[config.mk]
export PLATFORM = sky130hd
export DESIGN_NAME = csi2_delay_calib
export DESIGN_NICKNAME = d
export VERILOG_FILES = /design/src/rtl/csi2_calib_pkg.sv /design/src/rtl/csi2_eye_tracker.sv /design/src/rtl/csi2_delay_calib.sv
export SDC_FILE = /design/constraint.sdc
export NUM_CORES = 1
export LEC_CHECK = 0
export ABC_CLOCK_PERIOD_IN_PS = 5020
export CAP_MARGIN = 0
export CORE_MARGIN = 2
export CORE_UTILIZATION = 55
export DETAILED_ROUTE_END_ITERATION = 6
export PLACE_DENSITY = 0.77
export SKIP_CTS_REPAIR_TIMING = 1
export SLEW_MARGIN = 20
export SYNTH_ARGS = -nofsm -noshare
export SYNTH_HDL_FRONTEND = slang
export SYNTH_SLANG_ARGS = --single-unit
[constraint.sdc]
create_clock -name clk_i -period 5.02 [get_ports clk_i]
set_input_delay 0.753 -clock clk_i [delete_from_list [all_inputs] [get_ports clk_i]]
set_output_delay 0.753 -clock clk_i [all_outputs]
set_load 0.02 [all_outputs]
[src/rtl/csi2_calib_pkg.sv]
// Shared types and constants for the CSI-2 receiver delay calibration block.
// Combinational helpers only; no latency, no flow control.
package csi2_calib_pkg;

  localparam int TAP_W = 5;
  localparam int RUN_W = TAP_W + 1;
  localparam logic [TAP_W-1:0] TAP_MAX = 5'd31;
  localparam logic [RUN_W-1:0] RUN_MAX = 6'd32;

  typedef enum logic [2:0] {
    ST_IDLE,
    ST_LOAD,
    ST_SETTLE,
    ST_MEASURE,
    ST_EVAL,
    ST_NEXT_LANE,
    ST_APPLY,
    ST_DONE
  } state_t;

  // Floor centre of a passing window; a window never extends past TAP_MAX,
  // the clamp only guards against a corrupted length.
  function automatic logic [TAP_W-1:0] eye_center(input logic [TAP_W-1:0] start,
                                                  input logic [RUN_W-1:0] len);
    logic [RUN_W-1:0] half;
    logic [RUN_W-1:0] sum;
    half = (len - RUN_W'(1)) >> 1;
    sum  = {1'b0, start} + half;
    return (sum > {1'b0, TAP_MAX}) ? TAP_MAX : sum[TAP_W-1:0];
  endfunction

endpackage

[src/rtl/csi2_eye_tracker.sv]
// Tracks the current and longest run of passing taps for one lane sweep.
// Updates one cycle after upd_i; centre/found are combinational from registers; no backpressure.
module csi2_eye_tracker
  import csi2_calib_pkg::*;
(
  input  logic             clk_i,
  input  logic             arst_i,
  input  logic             clr_i,
  input  logic             upd_i,
  input  logic             pass_i,
  input  logic [TAP_W-1:0] tap_i,
  output logic             found_o,
  output logic [TAP_W-1:0] center_o
);

  logic [TAP_W-1:0] cur_start_q, cur_start_d;
  logic [TAP_W-1:0] best_start_q, best_start_d;
  logic [RUN_W-1:0] cur_len_q, cur_len_d;
  logic [RUN_W-1:0] best_len_q, best_len_d;

  always_comb begin
    cur_start_d  = cur_start_q;
    cur_len_d    = cur_len_q;
    best_start_d = best_start_q;
    best_len_d   = best_len_q;
    if (clr_i) begin
      cur_start_d  = '0;
      cur_len_d    = '0;
      best_start_d = '0;
      best_len_d   = '0;
    end else if (upd_i) begin
      if (pass_i) begin
        if (cur_len_q == '0) cur_start_d = tap_i;
        if (cur_len_q != RUN_MAX) cur_len_d = cur_len_q + RUN_W'(1);
        // Strictly greater: on a tie the earlier window is kept.
        if (cur_len_d > best_len_q) begin
          best_start_d = cur_start_d;
          best_len_d   = cur_len_d;
        end
      end else begin
        cur_len_d = '0;
      end
    end
  end

  always_ff @(posedge clk_i or posedge arst_i) begin
    if (arst_i) begin
      cur_start_q  <= '0;
      cur_len_q    <= '0;
      best_start_q <= '0;
      best_len_q   <= '0;
    end else begin
      cur_start_q  <= cur_start_d;
      cur_len_q    <= cur_len_d;
      best_start_q <= best_start_d;
      best_len_q   <= best_len_d;
    end
  end

  assign found_o  = (best_len_q != '0);
  assign center_o = eye_center(best_start_q, best_len_q);

endmodule

[src/rtl/csi2_delay_calib.sv]
// Sweeps every IDELAY tap per lane, scores each by packet errors, and applies the eye centre.
// Run takes LANES*(32*(SETTLE+WINDOW+2)+1)+3 cycles start-to-done; inputs are pulses, never stalled.
module csi2_delay_calib
  import csi2_calib_pkg::*;
#(
  parameter int DATA_LANES    = 2,
  parameter int SETTLE_CYCLES = 256,
  parameter int WINDOW_CYCLES = 65536,
  parameter int MIN_PKTS      = 4,
  parameter int DEFAULT_TAP   = 16
) (
  input  logic                        clk_i,
  input  logic                        arst_i,
  input  logic                        start_i,
  input  logic                        abort_i,
  input  logic                        header_err_i,
  input  logic                        crc_err_i,
  input  logic                        pkt_ok_i,
  output logic                        phy_en_o,
  output logic                        delay_act_o,
  output logic [DATA_LANES*TAP_W-1:0] lane_delay_o,
  output logic                        busy_o,
  output logic                        done_o,
  output logic [DATA_LANES-1:0]       fail_o
);

  localparam int CNT_MAX = (SETTLE_CYCLES > WINDOW_CYCLES) ? SETTLE_CYCLES : WINDOW_CYCLES;
  localparam int CNT_W   = $clog2(CNT_MAX + 1);
  localparam int LANE_W  = (DATA_LANES > 1) ? $clog2(DATA_LANES) : 1;
  localparam logic [CNT_W-1:0]  SETTLE_LAST = CNT_W'(SETTLE_CYCLES - 1);
  localparam logic [CNT_W-1:0]  WINDOW_LAST = CNT_W'(WINDOW_CYCLES - 1);
  localparam logic [LANE_W-1:0] LANE_LAST   = LANE_W'(DATA_LANES - 1);
  localparam logic [TAP_W-1:0]  DEF_TAP     = TAP_W'(DEFAULT_TAP);
  localparam logic [15:0]       PKT_MIN     = 16'(MIN_PKTS);

  state_t                               state_q;
  logic [LANE_W-1:0]                    lane_q;
  logic [TAP_W-1:0]                     tap_q;
  logic [CNT_W-1:0]                     cnt_q;
  logic                                 err_q;
  logic [15:0]                          pkt_q;
  logic [DATA_LANES-1:0][TAP_W-1:0]     dly_q;
  logic [DATA_LANES-1:0]                fail_q;
  logic                                 phy_en_q;
  logic                                 act_q;
  logic                                 busy_q;
  logic                                 done_q;

  logic             tap_pass;
  logic             trk_clr;
  logic             trk_upd;
  logic             trk_found;
  logic [TAP_W-1:0] trk_center;

  assign tap_pass = !err_q && (pkt_q >= PKT_MIN);
  // Idle clearing also discards any partial sweep left behind by an abort.
  assign trk_clr  = (state_q == ST_IDLE) || (state_q == ST_NEXT_LANE);
  assign trk_upd  = (state_q == ST_EVAL);

  csi2_eye_tracker u_eye (
    .clk_i    (clk_i),
    .arst_i   (arst_i),
    .clr_i    (trk_clr),
    .upd_i    (trk_upd),
    .pass_i   (tap_pass),
    .tap_i    (tap_q),
    .found_o  (trk_found),
    .center_o (trk_center)
  );

  always_ff @(posedge clk_i or posedge arst_i) begin
    if (arst_i) begin
      state_q  <= ST_IDLE;
      lane_q   <= '0;
      tap_q    <= '0;
      cnt_q    <= '0;
      err_q    <= 1'b0;
      pkt_q    <= '0;
      dly_q    <= {DATA_LANES{DEF_TAP}};
      fail_q   <= '0;
      phy_en_q <= 1'b0;
      act_q    <= 1'b0;
      busy_q   <= 1'b0;
      done_q   <= 1'b0;
    end else begin
      act_q  <= 1'b0;
      done_q <= 1'b0;
      if (abort_i && state_q != ST_IDLE) begin
        state_q  <= ST_IDLE;
        cnt_q    <= '0;
        dly_q    <= {DATA_LANES{DEF_TAP}};
        act_q    <= 1'b1;
        busy_q   <= 1'b0;
        phy_en_q <= 1'b0;
      end else begin
        case (state_q)
          ST_IDLE: begin
            if (start_i && !abort_i) begin
              fail_q    <= '0;
              phy_en_q  <= 1'b1;
              lane_q    <= '0;
              tap_q     <= '0;
              dly_q[0]  <= '0;
              act_q     <= 1'b1;
              busy_q    <= 1'b1;
              state_q   <= ST_LOAD;
            end
          end
          ST_LOAD: begin
            cnt_q   <= '0;
            err_q   <= 1'b0;
            pkt_q   <= '0;
            state_q <= ST_SETTLE;
          end
          ST_SETTLE: begin
            if (cnt_q == SETTLE_LAST) begin
              cnt_q   <= '0;
              state_q <= ST_MEASURE;
            end else begin
              cnt_q <= cnt_q + CNT_W'(1);
            end
          end
          ST_MEASURE: begin
            if (header_err_i || crc_err_i) err_q <= 1'b1;
            if (pkt_ok_i && pkt_q != 16'hFFFF) pkt_q <= pkt_q + 16'd1;
            if (cnt_q == WINDOW_LAST) begin
              cnt_q   <= '0;
              state_q <= ST_EVAL;
            end else begin
              cnt_q <= cnt_q + CNT_W'(1);
            end
          end
          ST_EVAL: begin
            if (tap_q == TAP_MAX) begin
              state_q <= ST_NEXT_LANE;
            end else begin
              tap_q         <= tap_q + TAP_W'(1);
              dly_q[lane_q] <= tap_q + TAP_W'(1);
              act_q         <= 1'b1;
              state_q       <= ST_LOAD;
            end
          end
          ST_NEXT_LANE: begin
            if (!trk_found) begin
              fail_q[lane_q] <= 1'b1;
              dly_q[lane_q]  <= DEF_TAP;
            end else begin
              dly_q[lane_q]  <= trk_center;
            end
            act_q <= 1'b1;
            if (lane_q == LANE_LAST) begin
              state_q <= ST_APPLY;
            end else begin
              lane_q                     <= lane_q + LANE_W'(1);
              tap_q                      <= '0;
              dly_q[lane_q + LANE_W'(1)] <= '0;
              state_q                    <= ST_LOAD;
            end
          end
          ST_APPLY: begin
            done_q  <= 1'b1;
            state_q <= ST_DONE;
          end
          ST_DONE: begin
            busy_q  <= 1'b0;
            state_q <= ST_IDLE;
          end
          default: begin
            busy_q  <= 1'b0;
            state_q <= ST_IDLE;
          end
        endcase
      end
    end
  end

  assign phy_en_o     = phy_en_q;
  assign delay_act_o  = act_q;
  assign lane_delay_o = dly_q;
  assign busy_o       = busy_q;
  assign done_o       = done_q;
  assign fail_o       = fail_q;

endmodule
==> results by stage, run 1 <==
Status:
- The run finished with clean final reports.

Setup path:
- Counting cells, the worst reg-to-reg path comes to 11.
- The cell type group with the largest total delay on the critical path is simple AND/OR/NAND/NOR gates.
- The capturing point of the worst reg2reg path is u_eye.best_len_q[2]$_DFFE_PP0P_.
- The worst setup path is of the register to register kind.
- STA classifies the critical path startpoint as a register.
- The data arrival time at the worst-slack endpoint is ~3.5 ns.
- The peak per-stage delay on the critical path is 0.73 ns.
- Together, buffers and inverters on the worst path number 1.
- Of all nets on the critical path, the largest fanout is 6.
- In this run the critical register-to-register path is launched from u_eye.cur_len_q[0]$_DFFE_PP0P_.
- The required time of the worst setup path is 5.30 ns.
- The cell with the largest stage delay on the worst path is nor4_1.
- The worst reg-to-reg setup slack is 1.79 ns.
- STA classifies the critical path endpoint as a register.
- Walking the worst path, the cells encountered are inv_1, ha_1, nor4b_2, nand2_1, mux2_2, ha_1, nand2b_1, a21oi_1, nor4_1, o21ai_0, a21oi_1.

CTS:
- The CTS tree is yes.
- For the worst-skew pair, the clock arrives at the later sink with an insertion delay of 0.36 ns.
- The buffer depth of the longest clock path is 2.
- The number of H-tree branching levels is 3.
- The clock edge transition at the registers on the reported setup and hold paths is 0.08 ns.
- In this run, CTS created clock tree buffers numbering 9.
- The clock net in this run drives a total of 81 sinks.
- Clock tree synthesis selected as its root buffer the cell clkbuf_8.

Pwr:
- Dividing total power by cell area gives a power density of 383 nW/um^2.
- The overall power of the completed layout is 2110 uW.
- IR analysis of the VDD net gives a maximum drop of ~200 uV.
- For this design the static power due to leakage is 0.00242 uW.

Detailed routing:
- The first routing iteration left between 200 and 300 violations.
- After detailed routing, the average wire length per cell comes to between 15 and 20 um.
- Once detail routing completed, the nets flagged for antenna violations numbered 0.
- The pre-antenna-repair detailed-routing pass consisted of 5 iterations.
- The final layout contains routed wiring with a total length of approximately 12000 um.
- Using the TritonRoute via totals, the vias-per-cell ratio works out to between 6 and 7.
- The routed layout has 4383 vias.
- The DRC violation count after routing is 0.

Synth:
- The count of mapped cells out of synthesis is 572.
- For this run, asynchronously set or reset flops after synthesis account for 1.00.
- The fraction of synthesized area in multiplexers is 0.0319.
- In this run, distinct cell masters in the synthesized netlist total 64.
- Counting every net in the synthesized netlist gives 603.
- The cell area that synthesis handed to floorplanning was 5060 um^2.
- The average footprint of a synthesized cell is 8.85 um^2.
- The most frequently used flop master after synthesis is dfrtp_1.
- Of the total synthesized cell area, the portion taken by XOR and XNOR cells is 0.0311.
- During synthesis, Yosys emitted a total of 0 warnings.
- Of the total synthesized cell area, the portion taken by AND, OR, NAND and NOR gates is 0.240.
- The synthesized design contains 0 enable-type register cells.
- The portion of the post-synthesis area used by sequential elements is 0.401.
- The synthesized design contains 81 register bits.
- The main combinational cell family by area after synthesis is simple AND/OR/NAND/NOR gates.
- The compound-cell area share of the yosys netlist is 0.189.
- Of the total synthesized cell area, the portion taken by full adders, half adders and majority gates is 0.0608.

Floorplan:
- From bottom edge to top edge, the die measures 100 um.
- For this configuration, the core starts out at a cell density of 0.559.
- The number of top-level design ports is 23.
- The floorplan has 35 rows.
- The total area inside the core boundary comes to about 9000 um^2.
- The die width is 100 um.
- The floorplan die area is between 9000 and 10000 um^2.

STA:
- The count of final hold-check violations is 0.
- The post-route clock period utilization is 0.644.
- The worst max-slew margin expressed relative to the limit is 0.357.
- The maximum clock rate is between 0.3 and 0.4 GHz.
- The number of endpoints failing setup at the final stage is 0.
- Setup repair after global routing left no endpoint under its margin.
- The time the worst path needs with I/O delays and setup is 3.23 ns.
- The slew of the pin with the lowest slew margin is roughly 0.96 ns.
- The final count of pins violating max slew is 0.
- The final setup skew is 0.0112 ns.
- For the final routed database, the setup TNS stands at 0 ns.

Global route:
- The most used routing layer in global routing is met2.
- The via count of the first global-routing pass is roughly 4300.
- In the global route stage, met1 resource usage came out at 0.317.
- The pin count of the biggest net entering global routing is 52.
- The initial antenna violation count is 0.
- The met3 layer usage reported by global route is 0.0592.
- The global-route usage over all layers is 0.244.
- Summed over all layers, the global routing overflow is 0.
- The global-route wire length before repair is 20000 um.
- For met2 alone, demand over resource in global routing was 0.409.

Worst hold path:
- Along the worst hold path, the cell count comes to 2.
- The worst hold path terminates at phy_en_o$_DFFE_PP0P_.
- The tightest min-delay check is of the register to register type.
- The launch instance of the worst min-delay path is phy_en_o$_DFFE_PP0P_.

Finish:
- The number of filler instances in the final layout is 788.
- The number of antenna diodes in the final layout is 0.
- Relative to the synthesized area, the layout overhead comes to 8.50%.
- The proportion of layout cells with a drive suffix above 1 is 0.0700.
- For this run, the share of the core covered by cells in the final layout is 0.606.
- The layout net count is about 600.

Place:
- The wire-length estimate of the detail-placed layout is 8360 um.
- Routability-driven placement finished with a final weighted congestion of 0.899.
- Port buffering added 22 buffers.

Flow run:
- The count of maximum capacitance violations is 0.
report_power, final:
part	internal (uW)	switching (uW)	leakage [uW]
Combinational	331	528	0.00121
Clock	190	245	0.0000956
Sequential	715	97.4	0.00111
Total	1240	870	0.00242
tightest hold or removal path: cells and delay by family, from the launching register on:
| family | cells | cell delay (ns) |
|---|---|---|
| DFF | 1 | 0.35 |
| and+or+nand+nor | 2 | 0.10 |
placed cells by master (no fill, tap or decap), drive strengths merged, types with 4 or more instances in the layout:
cell	netlist	routed
a211oi	5	5
a21o	5	5
a21oi	46	46
a22o	6	6
a22oi	5	5
a311oi	5	5
and2	4	4
and3	15	15
clkbuf	18	10
clkdlybuf4s50	0	22
clkinv	0	7
dfrtp	79	79
ha	23	23
inv	29	28
mux2i	15	15
nand2	47	47
nand2b	10	10
nand3	36	36
nand4	4	4
nor2	37	37
nor2b	11	11
nor3	22	22
nor3b	5	5
nor4	8	8
o211ai	7	7
o21a	4	4
o21ai	38	38
o31ai	6	6
or2	7	7
or3	5	5
or4	7	7
xnor2	15	15
kinds of logic (layout without fill, tap and decap cells):
logic type | Yosys count | in the layout
xor gates and xnor gates | 18 | 18
muxes | 16 | 16
buffers and inverters | 56 | 70
AOI/OAI and AO/OA | 151 | 151
DFF | 81 | 81
and+or+nand+nor | 226 | 226
adders and majority gates | 24 | 24
sequential cells by signal (all words and copies together), names as in the netlist:
register,cells
phy_en_o,1
u_eye.best_len_q,6
u_eye.best_start_q,5
done_o,1
fail_o,2
cnt_q,17
busy_o,1
state_q,3
delay_act_o,1
lane_q,1
lane_delay_o,10
u_eye.cur_len_q,6
u_eye.cur_start_q,5
tap_q,5
pkt_q,16
err_q,1
metal layers:
| layer | wire length, um | up-vias | part of all wire |
|---|---|---|---|
| met3 | 745 | 18 | 0.065 |
| li1 | - | 2099 | - |
| met2 | 5700 | 145 | 0.49 |
| met1 | 4850 | 2121 | 0.42 |
| met5 | 0 | - | 0 |
| met4 | 224 | 0 | 0.019 |
final cells by class:
| class | instances | area [um^2] | area share |
|---|---|---|---|
| Clock inverter | 6 | 33.8 | 0.00615 |
| Timing Repair Buffer | 25 | 243 | 0.0442 |
| Sequential cell | 81 | 2030 | 0.369 |
| Clock buffer | 10 | 138 | 0.0251 |
| Multi-Input combinational cell | 435 | 2800 | 0.510 |
| Inverter | 29 | 110 | 0.0200 |
| Tap cell | 111 | 139 | 0.0253 |
cell usage after synthesis, types with 3 or more instances:
library cell | count | area, um^2
buf_2 | 3 | 15.0
a211oi_1 | 5 | 37.5
a311oi_1 | 5 | 43.8
o21ai_0 | 37 | 185
o211ai_1 | 7 | 52.6
and4_1 | 3 | 26.3
a221oi_1 | 3 | 26.3
xor2_1 | 3 | 26.3
and2_1 | 4 | 25.0
nor3_1 | 21 | 105
nor2b_1 | 10 | 62.6
o21a_1 | 4 | 30.0
xnor2_1 | 15 | 131
a21o_1 | 5 | 37.5
nor4_1 | 7 | 43.8
or3_1 | 4 | 25.0
nand3_1 | 36 | 180
ha_1 | 23 | 288
inv_1 | 29 | 109
and3_1 | 15 | 93.8
or2_2 | 7 | 43.8
or4_1 | 7 | 52.6
a21oi_1 | 46 | 230
nor3b_1 | 5 | 37.5
nand2b_1 | 10 | 62.6
mux2i_1 | 15 | 150
a22o_1 | 6 | 52.6
a31oi_1 | 3 | 18.8
dfrtp_1 | 79 | 1980
o31ai_1 | 6 | 45.0
a22oi_1 | 5 | 37.5
nand4_1 | 4 | 25.0
clkbuf_1 | 18 | 67.6
nand2_1 | 47 | 176
nor2_1 | 37 | 139
metrics by stage:
step                instance area [um^2]  instances  setup slack, ns  hold WS (ns)
global placement                    5320        681             1.88         0.463
global route                        5490        697             1.56         0.530
detailed placement                  5320        681             1.69         0.475
floorplan                           5060        572             2.19         0.459
finish                              5490        697             1.79         0.485
CTS                                 5490        697             1.77         0.496
worst max path at each step:
stage | start | to | slack, ns | cells after the start
detailed placement | abort_i | cnt_q[10]$_DFFE_PP0P_ | 1.69 | 6
CTS | u_eye.cur_len_q[0]$_DFFE_PP0P_ | u_eye.best_start_q[2]$_DFFE_PP0P_ | 1.77 | 11
floorplan | arst_i | busy_o$_DFFE_PP0P_ | 2.19 | 1
global placement | abort_i | cnt_q[5]$_DFFE_PP0P_ | 1.88 | 6
finish | u_eye.cur_len_q[0]$_DFFE_PP0P_ | u_eye.best_len_q[2]$_DFFE_PP0P_ | 1.79 | 11
global route | u_eye.cur_len_q[0]$_DFFE_PP0P_ | u_eye.best_start_q[1]$_DFFE_PP0P_ | 1.56 | 11
Power figures use the tool's default switching activity.
==> run 2, diff against run 1 <==
Settings changed: ABC_CLOCK_PERIOD_IN_PS 5020 to 2700, PLACE_DENSITY 0.77 to 0.79.
Clock period 5.02 ns to 2.7 ns, I/O delays scaled along.
==> run 2 against run 1 <==
Compared with the run above:
- the flow now finishes with violations (negative setup slack)
- maximum frequency is 19% higher
- cell count increased by 3.3%
- sequential share of layout area shrank 2.1 points
- combinational power is 120% higher
- register-to-register slack got worse by 1.8 ns
- sequential cell count stayed put
- clock skew is 0.0022 ns higher
- critical path depth unchanged
- wire length rose by 6.6%
- total power is 100% higher
- largest cell class unchanged
==> results by stage, run 2 (synthesized netlist as in run 1, its figures left out) <==
STA:
- The post-route clock period utilization is 1.01.
- The count of final hold-check violations is 0.
- Setup repair after global routing could not meet its margin everywhere.
- Setup violations remaining at the end of the flow were counted as 1.
- Between clock sinks in the finished design, the worst skew comes to 0.0133 ns.
- The worst setup slack after layout is -0.0137 ns.
- The maximum clock rate is 0.368 GHz.
- The final count of pins violating max slew came to 0.
- The time the worst path needs with I/O delays and setup is 2.71 ns.
- The slew of the pin with the lowest slew margin is 1.01 ns.
- In this run the tightest slew margin relative to its limit is 0.322.

Floorplan:
- The core region area is 9060 um^2.
- For this configuration, the core starts out at a cell density of 0.559.
- The floorplan step defined a die boundary enclosing 9990 um^2.
- After floorplanning, the core was divided into 35 placement rows.
- The number of top-level design ports is 23.
- The die span in y is 100 um.
- The die width is 100 um.

Global route:
- For this run the aggregate overflow at the end of global routing stands at 0.
- Entering global routing, the biggest net connects just under 60 pins.
- The via count of the first global-routing pass came to ~4300.
- In the global route stage, overall resource usage came out at 0.247.
- The initial antenna violation count is 0.
- The first global-routing pass estimated 20000 um of wire.

Setup path:
- The worst setup path category is register to register.
- The cell occurring most often along the worst timing path is a21oi_2.
- The cell with the largest stage delay on the worst path is or4_4.
- Data arrives at the worst endpoint at 2.94 ns.
- The setup check on the worst reg-to-reg path leaves a slack of -0.01 ns.
- The cell family contributing the most delay on the critical path is simple AND/OR/NAND/NOR gates.
- On the worst path, the slowest cell contributes a delay of 0.63 ns.
- STA puts the critical path data required time at 2.93 ns.
- Walking the worst path, the cells encountered are inv_1, ha_2, nor4b_4, nand2_2, mux2_4, ha_4, nor2_4, a21oi_2, or4_4, a21oi_2, a311oi_1.
- The endpoint identified for the worst register-to-register timing path is u_eye.best_start_q[2]$_DFFE_PP0P_.
- The top fanout value on the critical path is 8.
- The worst setup path is captured at a register.
- Counting both buffers and inverters, the worst setup path holds a total of 1.
- STA classifies the critical path startpoint as a register.
- In this run the critical register-to-register path is launched from u_eye.cur_len_q[1]$_DFFE_PP0P_.
- Measured in cells, the most critical reg-to-reg path has a length of 11.

Place:
- The count of buffers inserted at the top-level ports is 22.
- Summed over all nets, the half-perimeter wirelength after detailed placement is 8780 um.
- The placer congestion estimate is 0.892.
- Summing all placed instances gives a cell area of between 5000 and 6000 um^2.
- OpenSTA, run right after detailed placement, puts the worst setup slack at -0.161 ns.

CTS:
- The number of H-tree branching levels is 3.
- The clock edge transition at the registers on the reported setup and hold paths is 0.09 ns.
- The buffer depth of the longest clock path is 2.
- The number of buffers added by the clock tree synthesis step is 9.
- The CTS tree is yes.
- The number of clock sinks seen by CTS is 81.
- The clock tree root driver cell is clkbuf_8.
- The later pin in the worst-skew pair is clocked with a latency of approximately 0.36 ns.

Finish:
- In the final layout, flip-flops and latches occupy 2030 um^2.
- Relative to the synthesized area, the layout overhead comes to 15.1%.
- cnt_q holds more flip-flops than any other register.
- The layout net count is 636.
- The register with the most flip-flops in the layout has 17 of them.
- The repair_antennas step left the layout with diodes totalling 0.
- Fill cells in the final layout number 757.
- Leaving out fill and tap cells, the most frequent cells in the layout are 79 x dfrtp_1, 46 x nand2_1, 39 x a21oi_1.
- The multi-input combinational cell area is roughly 3000 um^2.
- The finished cells cover a little under 6000 um^2.
- The most frequent standard cell in the layout excluding fill and tap cells is dfrtp_1.
- The proportion of layout cells with a drive suffix above 1 is 0.140.

Detailed routing:
- The routed design has 12300 um of wire.
- Detailed routing inserted a total of 4549 vias.
- The iteration-0 DRC count of the detailed router is 304.
- The vias per cell is 6.32.
- Once detail routing completed, the nets flagged for antenna violations numbered 0.
- In the routed design, unresolved DRC markers number 0.
- Dividing the detail-routed wire length by the instance count gives 17.0 um.
- Before antenna repair, the detailed router went through 5 iterations.

Status:
- The final reports fail on negative setup slack.
- The run finished, with violations left.

Pwr:
- The design draws 4250 uW.
- Dividing total power by cell area gives a power density of 730 nW/um^2.
- Across the VDD grid, the largest voltage drop is slightly above 500 uV.
- The standby leakage power is 0.00258 uW.

Flow run:
- The count of maximum capacitance violations is 0.

Worst hold path:
- The worst hold-check path type is input port to async pin.
-- run 2: cell count changes in the layout (fill, tap and decap cells not counted), sizes merged --
| cell | before | now |
|---|---|---|
| clkinvlp | 0 | 2 |
| clkbuf | 10 | 9 |
| clkinv | 7 | 4 |
| buf | 3 | 26 |
| or4 | 7 | 8 |
| bufinv | 0 | 1 |
-- run 2: worst max-delay path by stage --
stage,startpoint,end,cells past startpoint
after floorplan,u_eye.cur_len_q[0]$_DFFE_PP0P_,u_eye.best_len_q[4]$_DFFE_PP0P_,13
after global placement,u_eye.cur_len_q[1]$_DFFE_PP0P_,u_eye.best_start_q[3]$_DFFE_PP0P_,11
after detailed placement,u_eye.cur_len_q[1]$_DFFE_PP0P_,u_eye.best_start_q[2]$_DFFE_PP0P_,11
after CTS,u_eye.cur_len_q[1]$_DFFE_PP0P_,u_eye.best_start_q[2]$_DFFE_PP0P_,11
after global routing,u_eye.cur_len_q[0]$_DFFE_PP0P_,u_eye.best_start_q[4]$_DFFE_PP0P_,11
final,u_eye.cur_len_q[1]$_DFFE_PP0P_,u_eye.best_start_q[2]$_DFFE_PP0P_,11
-- run 2: routing by layer --
layer	track usage	vias up	share of wire
met4	0.0738	0	0.019
li1	-	2152	-
met2	0.422	144	0.51
met3	0.0453	26	0.048
met5	0	-	0
met1	0.322	2227	0.43
-- run 2: report_power, final --
group	total [uW]	switching, uW	internal, uW	leakage, uW
combinational	1910	1130	778	0.00138
clock	874	456	417	0.0000909
sequential	1470	139	1330	0.00111
total	4250	1730	2530	0.00258
-- run 2: metrics by stage --
stage | hold slack (ns) | utilization | cells | setup TNS (ns)
6_report | 0.370 | 0.643 | 720 | -0.0137
5_1_grt | 0.406 | 0.643 | 720 | -0.496
4_1_cts | 0.382 | 0.630 | 718 | -1.08
3_5_place_dp | 0.475 | 0.609 | 703 | -0.994
3_3_place_gp | 0.462 | 0.609 | 703 | 0
2_1_floorplan | 0.459 | - | 572 | 0
-- run 2: cell type report --
cell class	count	share of cell area
Multi-Input combinational cell	436	0.502
Clock inverter	6	0.0103
Timing Repair Buffer	48	0.0756
Clock buffer	9	0.0212
Inverter	29	0.0189
Tap cell	111	0.0238
Sequential cell	81	0.348
-- run 2: worst register-to-register path, stage by stage, from the launching register on --
cell and delay (ns):
dfrtp_1 0.38, inv_1 0.07, ha_2 0.17, nor4b_4 0.22, nand2_2 0.13, mux2_4 0.35
ha_4 0.18, nor2_4 0.11, a21oi_2 0.08, or4_4 0.63, a21oi_2 0.20, a311oi_1 0.08
==> run 3, diff against run 2 <==
Settings changed: CORE_UTILIZATION 55 to 40, PLACE_DENSITY 0.79 to 0.62, TNS_END_PERCENT set to 10.
==> run 3 against run 2 <==
Compared with the run above:
- the flow still finishes with violations (negative setup slack)
- die area increased by 36%
- combinational power rose by 9%
- global-route usage decreased by 5.4 points
- clock-buffer cell count unchanged
- maximum frequency fell by 1.8%
- utilization fell by 15 points
- register-to-register slack worse by 0.05 ns
- cell count increased by 9.7%
- wire length is 0.60% higher
- clock power rose by 52%
- non-clock buffer count increased by 9
- final area increased by 6.2%
- critical path type unchanged
- largest cell class unchanged
==> results by stage, run 3 (synthesized netlist as in run 1, its figures left out) <==
STA:
- The worst max-slew margin expressed relative to the limit is 0.476.
- The number of endpoints failing setup at the final stage is 11.
- Derived from the worst setup path, the maximum achievable clock frequency is 0.362 GHz.
- The final count of pins violating max slew was 0.
- The slew of the pin with the lowest slew margin is 0.779 ns.
- Between clock sinks in the finished design, the worst skew comes to 0.0102 ns.
- The post-route clock period utilization is 1.02.
- The smallest clock period supported by the final layout is computed as 2.76 ns.
- The count of final hold-check violations is 0.
- Setup repair after global routing could not meet its margin everywhere.
- The worst setup slack after layout is -0.0627 ns.

Setup path:
- Data on the critical path arrives at its endpoint at slightly below 3 ns.
- The worst setup path category is register to register.
- At the worst endpoint, the required time is between 2 and 3 ns.
- The worst-case reg-to-reg path depth is 12.
- The worst setup path is launched from a register.
- The top fanout value on the critical path is 8.
- STA classifies the critical path endpoint as a register.

Global route:
- The global-route usage over all layers is 0.192.
- The first global-routing pass estimated 20700 um of wire.
- Summed over all layers, the global routing overflow is 0.
- The via count of the first global-routing pass is 4400.
- The pin count of the biggest net entering global routing is 36.
- The initial antenna violation count is 0.

Place:
- Summed over all nets, the half-perimeter wirelength after detailed placement is a little under 9000 um.
- At the end of routability-driven placement, the weighted congestion stood at 0.845.
- The count of buffers inserted at the top-level ports is 22.

Detailed routing:
- The antenna violation net count after detailed routing is 0.
- Wires add up to 12300 um.
- After detailed routing, the number of remaining DRC violations is 0.
- After detailed routing, the average wire length per cell comes to around 16 um.
- The via count is around 4400.
- After detailed routing, the number of vias per cell comes to 5.58.
- The iteration-0 DRC count of the detailed router is between 300 and 400.
- The count of TritonRoute iterations in the first routing pass is 4.

Pwr:
- The internal power component is slightly above 3000 uW.
- The analysis attributes to net switching a power of around 1900 uW.
- The overall power of the completed layout is slightly below 5000 uW.
- The share of total power dissipated in the clock network is 0.272.
- The logic gate share of total power is 0.427.
- Summed over all cells, the static leakage comes to 0.00271 uW.
- Across the VDD grid, the largest voltage drop is 435 uV.
- Dividing total power by cell area gives a power density of 791 nW/um^2.
- The switching fraction of total power is 0.382.
- The share of total power dissipated in sequential elements is 0.301.

Finish:
- The multi-input combinational cells in the finished layout cover a total of 2990 um^2.
- The register with the most flip-flops in the layout has 17 of them.
- The proportion of layout cells with a drive suffix above 1 is 0.163.
- Registers take 2030 um^2.
- The final standard cell utilization of the core is 0.497.
- The layout net count is 644.
- The most frequent standard cell in the layout excluding fill and tap cells is dfrtp_1.
- The number of filler instances in the final layout is 1170.
- The synthesis-to-layout area growth is 22.3%.
- The register containing the most flip-flops in the final layout is cnt_q.
- The number of antenna diodes in the final layout is 0.
- The top cell types in the final layout, fill and taps aside, are 79 x dfrtp_1, 46 x nand2_1, 36 x nor2_1, 36 x nand3_1, 36 x o21ai_0.

CTS:
- CTS built an H-tree with a depth of 3.
- Counting the buffers created by CTS gives 9.
- The buffer depth of the longest clock path is 2.
- At the later pin of the worst-skew pair, clock insertion delay measures roughly 0.35 ns.
- After clock tree synthesis, the clock-pin slew on the worst setup and hold paths is approximately 0.070 ns.
- The CTS tree is yes.
- The clock tree root driver cell is clkbuf_16.
- The number of clock sinks seen by CTS is about 80.

Worst hold path:
- The worst hold-check path type is input port to async pin.

Status:
- The flow ran to the end, but the final reports show violations.
- The checks that failed: negative setup slack.

Floorplan:
- The floorplan step defined a die boundary enclosing ~14000 um^2.
- The floorplan has 41 rows.
- The floorplan step set the die height to 117 um.
- The starting density of the core is 0.406.
- 23 I/O pins were placed.
- The floorplan step set the die width to roughly 120 um.
- The core region area is 12500 um^2.

Flow run:
- Across the run, the number of max-cap violations was 0.
==> run 3: worst max-delay path, stage by stage, from the launching register on <==
cell      delay (ns)
dfrtp_1         0.42
inv_2           0.08
ha_1            0.14
nor4b_4         0.24
nand2_2         0.12
mux2_4          0.33
ha_4            0.23
nand2b_4        0.06
a21oi_2         0.05
or4_4           0.57
buf_12          0.18
a21oi_4         0.13
a311oi_2        0.06
==> run 3: layout make-up <==
class,instances,area share
Multi-Input combinational cell,435,0.483
Sequential cell,81,0.328
Timing Repair Buffer,57,0.0849
Clock buffer,9,0.0364
Tap cell,172,0.0348
Inverter,29,0.0178
Clock inverter,7,0.0152
==> run 3: path summary, 6_finish.rpt <==
path / end / from / slack [ns]
max: u_eye.best_start_q[1]$_DFFE_PP0P_ / u_eye.cur_len_q[1]$_DFFE_PP0P_ / -0.06
min: pkt_q[7]$_DFFE_PP0P_ / arst_i / 0.43
max reg2reg: u_eye.best_start_q[1]$_DFFE_PP0P_ / u_eye.cur_len_q[1]$_DFFE_PP0P_ / -0.06
min reg2reg: phy_en_o$_DFFE_PP0P_ / phy_en_o$_DFFE_PP0P_ / 0.49
max in group asynchronous: cnt_q[1]$_DFFE_PP0P_ / arst_i / 1.62
min in group clk_i: phy_en_o$_DFFE_PP0P_ / phy_en_o$_DFFE_PP0P_ / 0.49
==> run 3: per-layer routing <==
layer | up-vias | global-route usage | wire length [um]
li1 | 2165 | - | -
met5 | - | 0 | 0
met1 | 2153 | 0.251 | 5620
met4 | 0 | 0.0492 | 95
met3 | 10 | 0.0519 | 440
met2 | 77 | 0.318 | 6190
==> run 3: power groups by stage <==
stage / Sequential [uW] / Combinational [uW] / Clock [uW]
6_report: 1470 / 2090 / 1330
2_1_floorplan: 1480 / 1290 / 0
3_5_place_dp: 1480 / 1800 / 0
3_3_place_gp: 1480 / 1760 / 0
5_1_grt: 1490 / 2300 / 1420
4_1_cts: 1460 / 1800 / 1360
==> run 3: per-stage QoR <==
step                      std cells  instance area [um^2]  setup TNS (ns)  hold slack (ns)  worst slack, ns
after floorplan                 572                  5090               0            0.459          0.00522
final                           790                  6190          -0.392            0.434          -0.0627
after global placement          770                  5630               0            0.466           0.0879
after global routing            790                  6190           -1.94            0.488           -0.190
after detailed placement        770                  5630          -0.195            0.473          -0.0442
after CTS                       786                  5950          -0.327            0.450          -0.0561
